==> src/rtl/initialization_command_word_sequencer.sv <==
// initialization_command_word_sequencer: decodes 8259A bus writes into ICW1-4/OCW1-3, holds ICW fields, strobes OCWs.
module initialization_command_word_sequencer #(
  parameter int CASCADE_LINES = 8,
  parameter bit SUPPORT_MCS80 = 1'b1
) (
  input  logic                     clock,
  input  logic                     reset_n,
  input  logic                     write_strobe,
  input  logic                     address_a0,
  input  logic [7:0]               internal_data_bus,
  output logic [2:0]               interrupt_vector_address,
  output logic                     level_or_edge_triggered_config,
  output logic                     call_address_interval_4_or_8_config,
  output logic                     single_or_cascade_config,
  output logic                     set_icw4_config,
  output logic [7:0]               interrupt_vector_address_high,
  output logic [CASCADE_LINES-1:0] cascade_device_config,
  output logic                     special_fully_nested_config,
  output logic                     buffered_mode_config,
  output logic                     buffered_master_or_slave_config,
  output logic                     auto_eoi_config,
  output logic                     microprocessor_mode_config,
  output logic                     initialization_start,
  output logic                     initialization_in_progress,
  output logic                     initialization_done,
  output logic                     write_operation_control_word_1,
  output logic                     write_operation_control_word_2,
  output logic                     write_operation_control_word_3
);
  typedef enum logic [2:0] {UNINIT, WAIT_ICW2, WAIT_ICW3, WAIT_ICW4, READY} state_t;
  // Without MCS-80 support the part is 8086-only, so uPM idles at 1.
  localparam logic MPM_DEFAULT = ~SUPPORT_MCS80;
  state_t state, state_next;
  logic icw1, data_write, ocw1_next, ocw2_next, ocw3_next;
  assign icw1 = write_strobe & ~address_a0 & internal_data_bus[4];
  assign data_write = write_strobe & address_a0;
  assign ocw1_next = data_write & (state == READY);
  assign ocw2_next = write_strobe & ~address_a0 & ~internal_data_bus[4] & ~internal_data_bus[3] & (state == READY);
  assign ocw3_next = write_strobe & ~address_a0 & ~internal_data_bus[4] & internal_data_bus[3] & (state == READY);
  assign initialization_in_progress = (state == WAIT_ICW2) | (state == WAIT_ICW3) | (state == WAIT_ICW4);
  assign initialization_done = state == READY;
  always_ff @(posedge clock or negedge reset_n)
    if (!reset_n) state <= UNINIT;
    else state <= state_next;
  always_comb begin
    state_next = state;
    if (icw1) state_next = WAIT_ICW2;
    else if (data_write)
      case (state)
        WAIT_ICW2: state_next = !single_or_cascade_config ? WAIT_ICW3 : set_icw4_config ? WAIT_ICW4 : READY;
        WAIT_ICW3: state_next = set_icw4_config ? WAIT_ICW4 : READY;
        WAIT_ICW4: state_next = READY;
        default:   state_next = state;
      endcase
  end
  always_ff @(posedge clock or negedge reset_n)
    if (!reset_n) begin
      interrupt_vector_address            <= '0;
      level_or_edge_triggered_config      <= 1'b0;
      call_address_interval_4_or_8_config <= 1'b0;
      single_or_cascade_config            <= 1'b0;
      set_icw4_config                     <= 1'b0;
      interrupt_vector_address_high       <= '0;
      cascade_device_config               <= '0;
      special_fully_nested_config         <= 1'b0;
      buffered_mode_config                <= 1'b0;
      buffered_master_or_slave_config     <= 1'b0;
      auto_eoi_config                     <= 1'b0;
      microprocessor_mode_config          <= MPM_DEFAULT;
      initialization_start                <= 1'b0;
      write_operation_control_word_1      <= 1'b0;
      write_operation_control_word_2      <= 1'b0;
      write_operation_control_word_3      <= 1'b0;
    end else begin
      initialization_start           <= icw1;
      write_operation_control_word_1 <= ocw1_next;
      write_operation_control_word_2 <= ocw2_next;
      write_operation_control_word_3 <= ocw3_next;
      if (icw1) begin
        interrupt_vector_address            <= SUPPORT_MCS80 ? internal_data_bus[7:5] : 3'b000;
        level_or_edge_triggered_config      <= internal_data_bus[3];
        call_address_interval_4_or_8_config <= SUPPORT_MCS80 & internal_data_bus[2];
        single_or_cascade_config            <= internal_data_bus[1];
        set_icw4_config                     <= internal_data_bus[0];
        special_fully_nested_config         <= 1'b0;
        buffered_mode_config                <= 1'b0;
        buffered_master_or_slave_config     <= 1'b0;
        auto_eoi_config                     <= 1'b0;
        microprocessor_mode_config          <= MPM_DEFAULT;
      end else if (data_write && state == WAIT_ICW2) interrupt_vector_address_high <= internal_data_bus;
      else if (data_write && state == WAIT_ICW3) cascade_device_config <= internal_data_bus[CASCADE_LINES-1:0];
      else if (data_write && state == WAIT_ICW4) begin
        special_fully_nested_config     <= internal_data_bus[4];
        buffered_mode_config            <= internal_data_bus[3];
        buffered_master_or_slave_config <= internal_data_bus[2];
        auto_eoi_config                 <= internal_data_bus[1];
        microprocessor_mode_config      <= SUPPORT_MCS80 ? internal_data_bus[0] : 1'b1;
      end
    end
endmodule

==> config.mk <==
export PLATFORM = sky130hd
export DESIGN_NAME = initialization_command_word_sequencer
export DESIGN_NICKNAME = d
export VERILOG_FILES = /design/src/rtl/initialization_command_word_sequencer.sv
export SDC_FILE = /design/constraint.sdc
export NUM_CORES = 1
export LEC_CHECK = 0
export ABC_AREA = 1
export BUFFER_PORTS_ARGS = -buffer_cell sky130_fd_sc_hd__buf_4
export CORE_MARGIN = 5
export CORE_UTILIZATION = 45
export CTS_CLUSTER_SIZE = 20
export DETAILED_ROUTE_END_ITERATION = 16
export GPL_TIMING_DRIVEN = 1
export PLACE_DENSITY = 0.77
export REMOVE_ABC_BUFFERS = 1
export SETUP_SLACK_MARGIN = 0.3
export SYNTH_ARGS = -nofsm -noshare
export SYNTH_HDL_FRONTEND = slang
export SYNTH_SLANG_ARGS = --single-unit
==> constraint.sdc <==
create_clock -name clock -period 1.05 [get_ports clock]
set_input_delay 0.0525 -clock clock [delete_from_list [all_inputs] [get_ports clock]]
set_output_delay 0.0525 -clock clock [all_outputs]
set_load 0.01 [all_outputs]
## Word level (Yosys, flattened, before mapping)

Cells that the tools add are included.

- Register bits after elaboration: 35
- Input bits: 12
- Output and inout port bits: 34
- Word-level logic and storage cells: 74

- Equal/unequal tests: 6
- Multiplexer cells: 25
- Bitwise logic cells: 16
- Reduce and logical (&&, ||, !) cells: 10

Operators with widths:

| operator | count |
|---|---|
| $mux W1 | 20 |
| $mux W3 | 4 |
| $and A1 B1 Y1 | 9 |
| $pmux W3 S3 | 1 |
| $eq A3 B2 Y1 const B | 2 |
| $reduce_and A3 Y1 | 2 |
| $not A1 Y1 | 5 |
| $ne A2 B2 Y1 const B | 2 |
| $reduce_and A2 Y1 | 2 |
| $reduce_bool A2 Y1 | 2 |
| $reduce_bool A4 Y1 | 1 |
| $eq A3 B1 Y1 const B | 1 |
| $eq A3 B3 Y1 const B | 1 |
| $logic_and A1 B1 Y1 | 3 |
| $or A1 B1 Y1 | 2 |

## Longest topological paths before layout

- Depth in word-level cells: 6
- Mapped depth: 7
- Gate-level depth less buffers: 7

## Least setup slack after synthesis

Ideal clock, no wire load.

- Path type: reg2reg
- Start: register state[2]
- End: register cascade_device_config[0]
- Setup time: 0.119 ns
- Arrival: 0.980 ns
- Required time: 0.931 ns
- Setup slack: -0.049 ns
- Stages on the path, launching flop included: 6
- Path buffers: 1
- Period minus slack after synthesis: 1.099 ns
- Path through: dfrtp_1 -> nor2_4 -> nand3_4 -> buf_6 -> nand2_2 -> o21ai_2

- Longest elaborated chain between the ends: 4
- Elaborated cells on any way between the ends: 6
- Those cells by class: eq/ne (2); bitwise (1); reduce/logical (3)

RTL lines:

| what | RTL line | RTL |
|---|---|---|
| start: declaration | 33 | `state_t state, state_next;` |
| start signal: assignment | 44 | `else state <= state_next;` |
| $eq A3 B1 Y1 | 90 | `end else if (data_write && state == WAIT_ICW2) interrupt_vector_address_high <= internal_data_bus;` |
| $logic_and A1 B1 Y1 | 90 |  |
| $not A1 Y1 (no line) | -- |  |
| $reduce_and A3 Y1 (no line) * | -- |  |
| end signal: assignment | 91 | `else if (data_write && state == WAIT_ICW3) cascade_device_config <= internal_data_bus[CASCADE_LINES-1:0];` |
| end: declaration | 17 | `output logic [CASCADE_LINES-1:0] cascade_device_config,` |

Mark *: on every way between the ends. The rest lies on a longest branch, timed or not.
A chain may end at the register's enable or synchronous reset.

## Worst setup path after layout

- Start: register state[1]
- End: output initialization_in_progress

- Longest elaborated chain between the ends: 3
- Elaborated cells on any way between the ends: 5
- Those cells by class: eq/ne (3); bitwise (2)

RTL lines:

| what | RTL line | RTL |
|---|---|---|
| $eq A3 B1 Y1 or $eq A3 B2 Y1 (tied branches) | 40 | `assign initialization_in_progress = (state == WAIT_ICW2) \| (state == WAIT_ICW3) \| (state == WAIT_ICW4);` |
| $or A1 B1 Y1 | 40 |  |
| $or A1 B1 Y1 * | 40 |  |
| end: declaration | 24 | `output logic initialization_in_progress,` |

Marks and branches as above.

==> run_results.csv <==
group,metric,value,unit
outcome,outcome,"complete, but fails checks",
outcome,violations,"negative setup slack",
critical_path,crit_fanout,7,
route,ant_nets,0,
critical_path,cp-start-kind,"flip-flop",
synth,ys_top_cells_by_area,"dfrtp_1 (57%), nand2_1 (11%), o21ai_2 (9.2%), inv_1 (3.7%), nand3_4 (2.3%)",
route,drt_wl_total,5051,um
timing,timing.final.crit_share,128.1,%
clock_tree,clk_path_buf_depth,2,
power,vdd_drop_max,0.001293,V
critical_path,path_class,"reg -> out",
global_routing,overflow,0,
timing,tns,-3.972,ns
global_routing,grtUsageTotal,21.13,%
timing,min_period,1.346,ns
global_routing,grt_pass1_vias,1500,
global_routing,busiest_layer,"met2",
clock_tree,cts_sinks,35,
floorplan,pin_count,46,
route,drcViolationCount,0,
synth,ys_types,20,
floorplan,die_x,68.22,um
finish,final_common_cell,"buf_6",
finish,fillers,185,
timing,max_freq,743.2,MHz
route,wl_per_cell,16.73,um
power,p_leak,0.001346,uW
synth,syn_area_per_cell,9.840,um2
floorplan,die_area,4654,um2
placement,finalWeightedCongestion,0.8022,
timing,slew_viol_final,0,
hold_path,min_to,"interrupt_vector_address_high[6]$_DFFE_PN0P_",
timing,fin_hold_ws,0.004564,ns
hold_path,min_path_cells,3,
floorplan,die_h,68.22,um
clock_tree,numCtsBuffers,5,
timing,rsz0062_at_grt,"yes",
critical_path,r2r_start,"state[2]$_DFFE_PN0P_",
critical_path,ff2ff_path_depth,6,
finish,n_antenna_cell,0,
clock_tree,cts_tree,"done",
route,first_pass_iters,4,
synth,yosysWarnings,0,
critical_path,reg2reg_setup_slack,-0.21,ns
global_routing,use_met1,24.84,%
run,maxCapViolations,0,
critical_path,crit_chain,"o21ai_2 -> buf_4 -> inv_2 -> buf_6",
global_routing,antenna_found_initial,0,
critical_path,critical-path-slowest-cell,"dfrtp_2",
critical_path,critPathCaptureType,"primary output",
floorplan,initial_utilization,46.07,%
critical_path,cp_num_buf_inv,3,
timing,slew_headroom,69.92,%
global_routing,grt_pass1_wl,7196,um
timing,worst_pin_slew,0.4513,ns
synth,yosys_register_bits,35,
synth,yosysTopAreaCell,"dfrtp_1",
route,drt-initial-drc-count,108,
timing,hold_viol_final,0,
placement,io_buffer_count,45,
critical_path,crit_family,"flip-flops",
timing,setup_slack,-0.2955,ns
hold_path,holdCritPathClass,"in -> reg",
synth,syn_area,1525,um2
finish,register_area,879.6,um2
critical_path,critical-path-max-stage-delay,0.49,ns
synth,synth_top_area_share,57.42,%
clock_tree,clk_latency,0.35,ns
global_routing,met3_usage,5.419,%
hold_path,hold_path_startpoint,"internal_data_bus[6]",
global_routing,grt_util_met2,36.94,%
clock_tree,htree_levels,2,
finish,layout_common_cells,"buf_6 (43), buf_4 (42), dfrtp_1 (32)",
finish,final_util,80.65,%
route,routed-via-count,1527,
route,avgViaCountPerCell,5.056,
clock_tree,clock-root-buffer,"clkbuf_4",
synth,synth_cells,155,
finish,final_nets,267,
critical_path,timing.rr.end,"microprocessor_mode_config$_DFFE_PN0P_",
clock_tree,path_clk_slew,0.11,ns
finish,multi_input_area,673.1,um2
finish,post_route_cells_drive_above_1_share,61.72,%
floorplan,design.core.area,3311,um2
placement,hpwl,2365,um
critical_path,required,1.00,ns
finish,syn_to_final_growth,75.06,%
power,power.density,2521,nW/um2
global_routing,grt_max_degree,36,
critical_path,worstPathArrival,1.29,ns
synth,synth_seq_area_share,57.42,%
timing,finalSetupViolCount,26,
timing,final.setup_skew,0.008551,ns
floorplan,rows,21,
==> timing repair <==
action | CTS | global route
hold buffers | 8 | 1
resized for setup | 67 | 19
endpoints found under the hold margin | 41 | 3
endpoints found under the setup margin | 61 | 65
pin swaps | 11 | 12
cloned | 2 | 0
buffers inserted | 22 | 11
==> worst reg2reg max path, stage by stage, from the launching register on <==
cell     delay (ns)
dfrtp_2        0.46
buf_6          0.14
buf_6          0.11
nor2_4         0.12
buf_6          0.14
nand4_1        0.12
nand2_1        0.12
==> worst max path at each step <==
stage                               startpoint                                      endpoint  slack, ns  cells past startpoint
after floorplan           state[2]$_DFFE_PN0P_          cascade_device_config[2]$_DFFE_PN0P_      -0.05                      4
after global placement    state[1]$_DFFE_PN0P_  interrupt_vector_address_high[2]$_DFFE_PN0P_      -0.13                      4
after detailed placement  state[1]$_DFFE_PN0P_  interrupt_vector_address_high[2]$_DFFE_PN0P_      -0.14                      4
after CTS                 state[0]$_DFFE_PN0P_                    initialization_in_progress      -0.27                      5
after global routing      state[1]$_DFFE_PN0P_                    initialization_in_progress      -0.33                      4
final                     state[1]$_DFFE_PN0P_                    initialization_in_progress      -0.30                      4
==> cell usage after synthesis <==
cell type and n:
nand2_1 44, dfrtp_1 35, o21ai_2 16, inv_1 15
o21ai_1 7, nand3_1 6, nand2_2 5, nand4_1 5
nor2_1 4, o21ai_0 3, buf_2 2, inv_2 2
nand3_4 2, nor2_4 2, nor3_1 2, buf_6 1
buf_8 1, clkinv_2 1, nor2_2 1, o211ai_1 1
==> report_power, final <==
group	internal [uW]	leakage (uW)	switching [uW]	total (uW)
combinational	2060	0.000861	1600	3660
clock	391	0.0000375	472	864
sequential	1790	0.000447	412	2210
==> kinds of logic (layout without fill, tap and decap cells) <==
logic type | after synthesis | after routing | share of synthesized area (%)
simple gates | 71 | 73 | 22.72
buf+inv | 22 | 121 | 6.890
compound gates | 27 | 27 | 12.96
flops | 35 | 35 | 57.42
==> layer usage <==
layer / vias up / part of all wire [%]
met5: - / 0
met4: 0 / 3.8
met3: 19 / 5.3
met2: 62 / 54
met1: 736 / 37
li1: 710 / -
==> metrics by stage <==
step	power (uW)	worst slack (ns)	std cells	instance area (um2)
after floorplan	3168	-0.04758	151	1489
after global placement	4218	-0.1337	250	1957
after detailed placement	4266	-0.1448	250	1957
after CTS	6288	-0.2736	290	2515
after global routing	7080	-0.3281	302	2670
final	6731	-0.2955	302	2670
==> area by class of cell <==
type	instances	area share, %
timing repair buffer	95	34.07
sequential	35	32.94
multi-input combinational	100	25.21
inverter	18	2.905
clock buffer	7	2.437
tap	46	2.156
clock inverter	1	0.2812
==> state kept, by name, indices dropped and copies added (netlist names) <==
register and flops:
cascade_device_config 8, write_operation_control_word_1 1, state 3, special_fully_nested_config 1, buffered_mode_config 1, initialization_start 1, interrupt_vector_address_high 8, single_or_cascade_config 1
set_icw4_config 1, interrupt_vector_address 3, write_operation_control_word_2 1, write_operation_control_word_3 1, microprocessor_mode_config 1, call_address_interval_4_or_8_config 1, buffered_master_or_slave_config 1, auto_eoi_config 1
level_or_edge_triggered_config 1
Note: power is estimated with default switching activity, not from simulation.
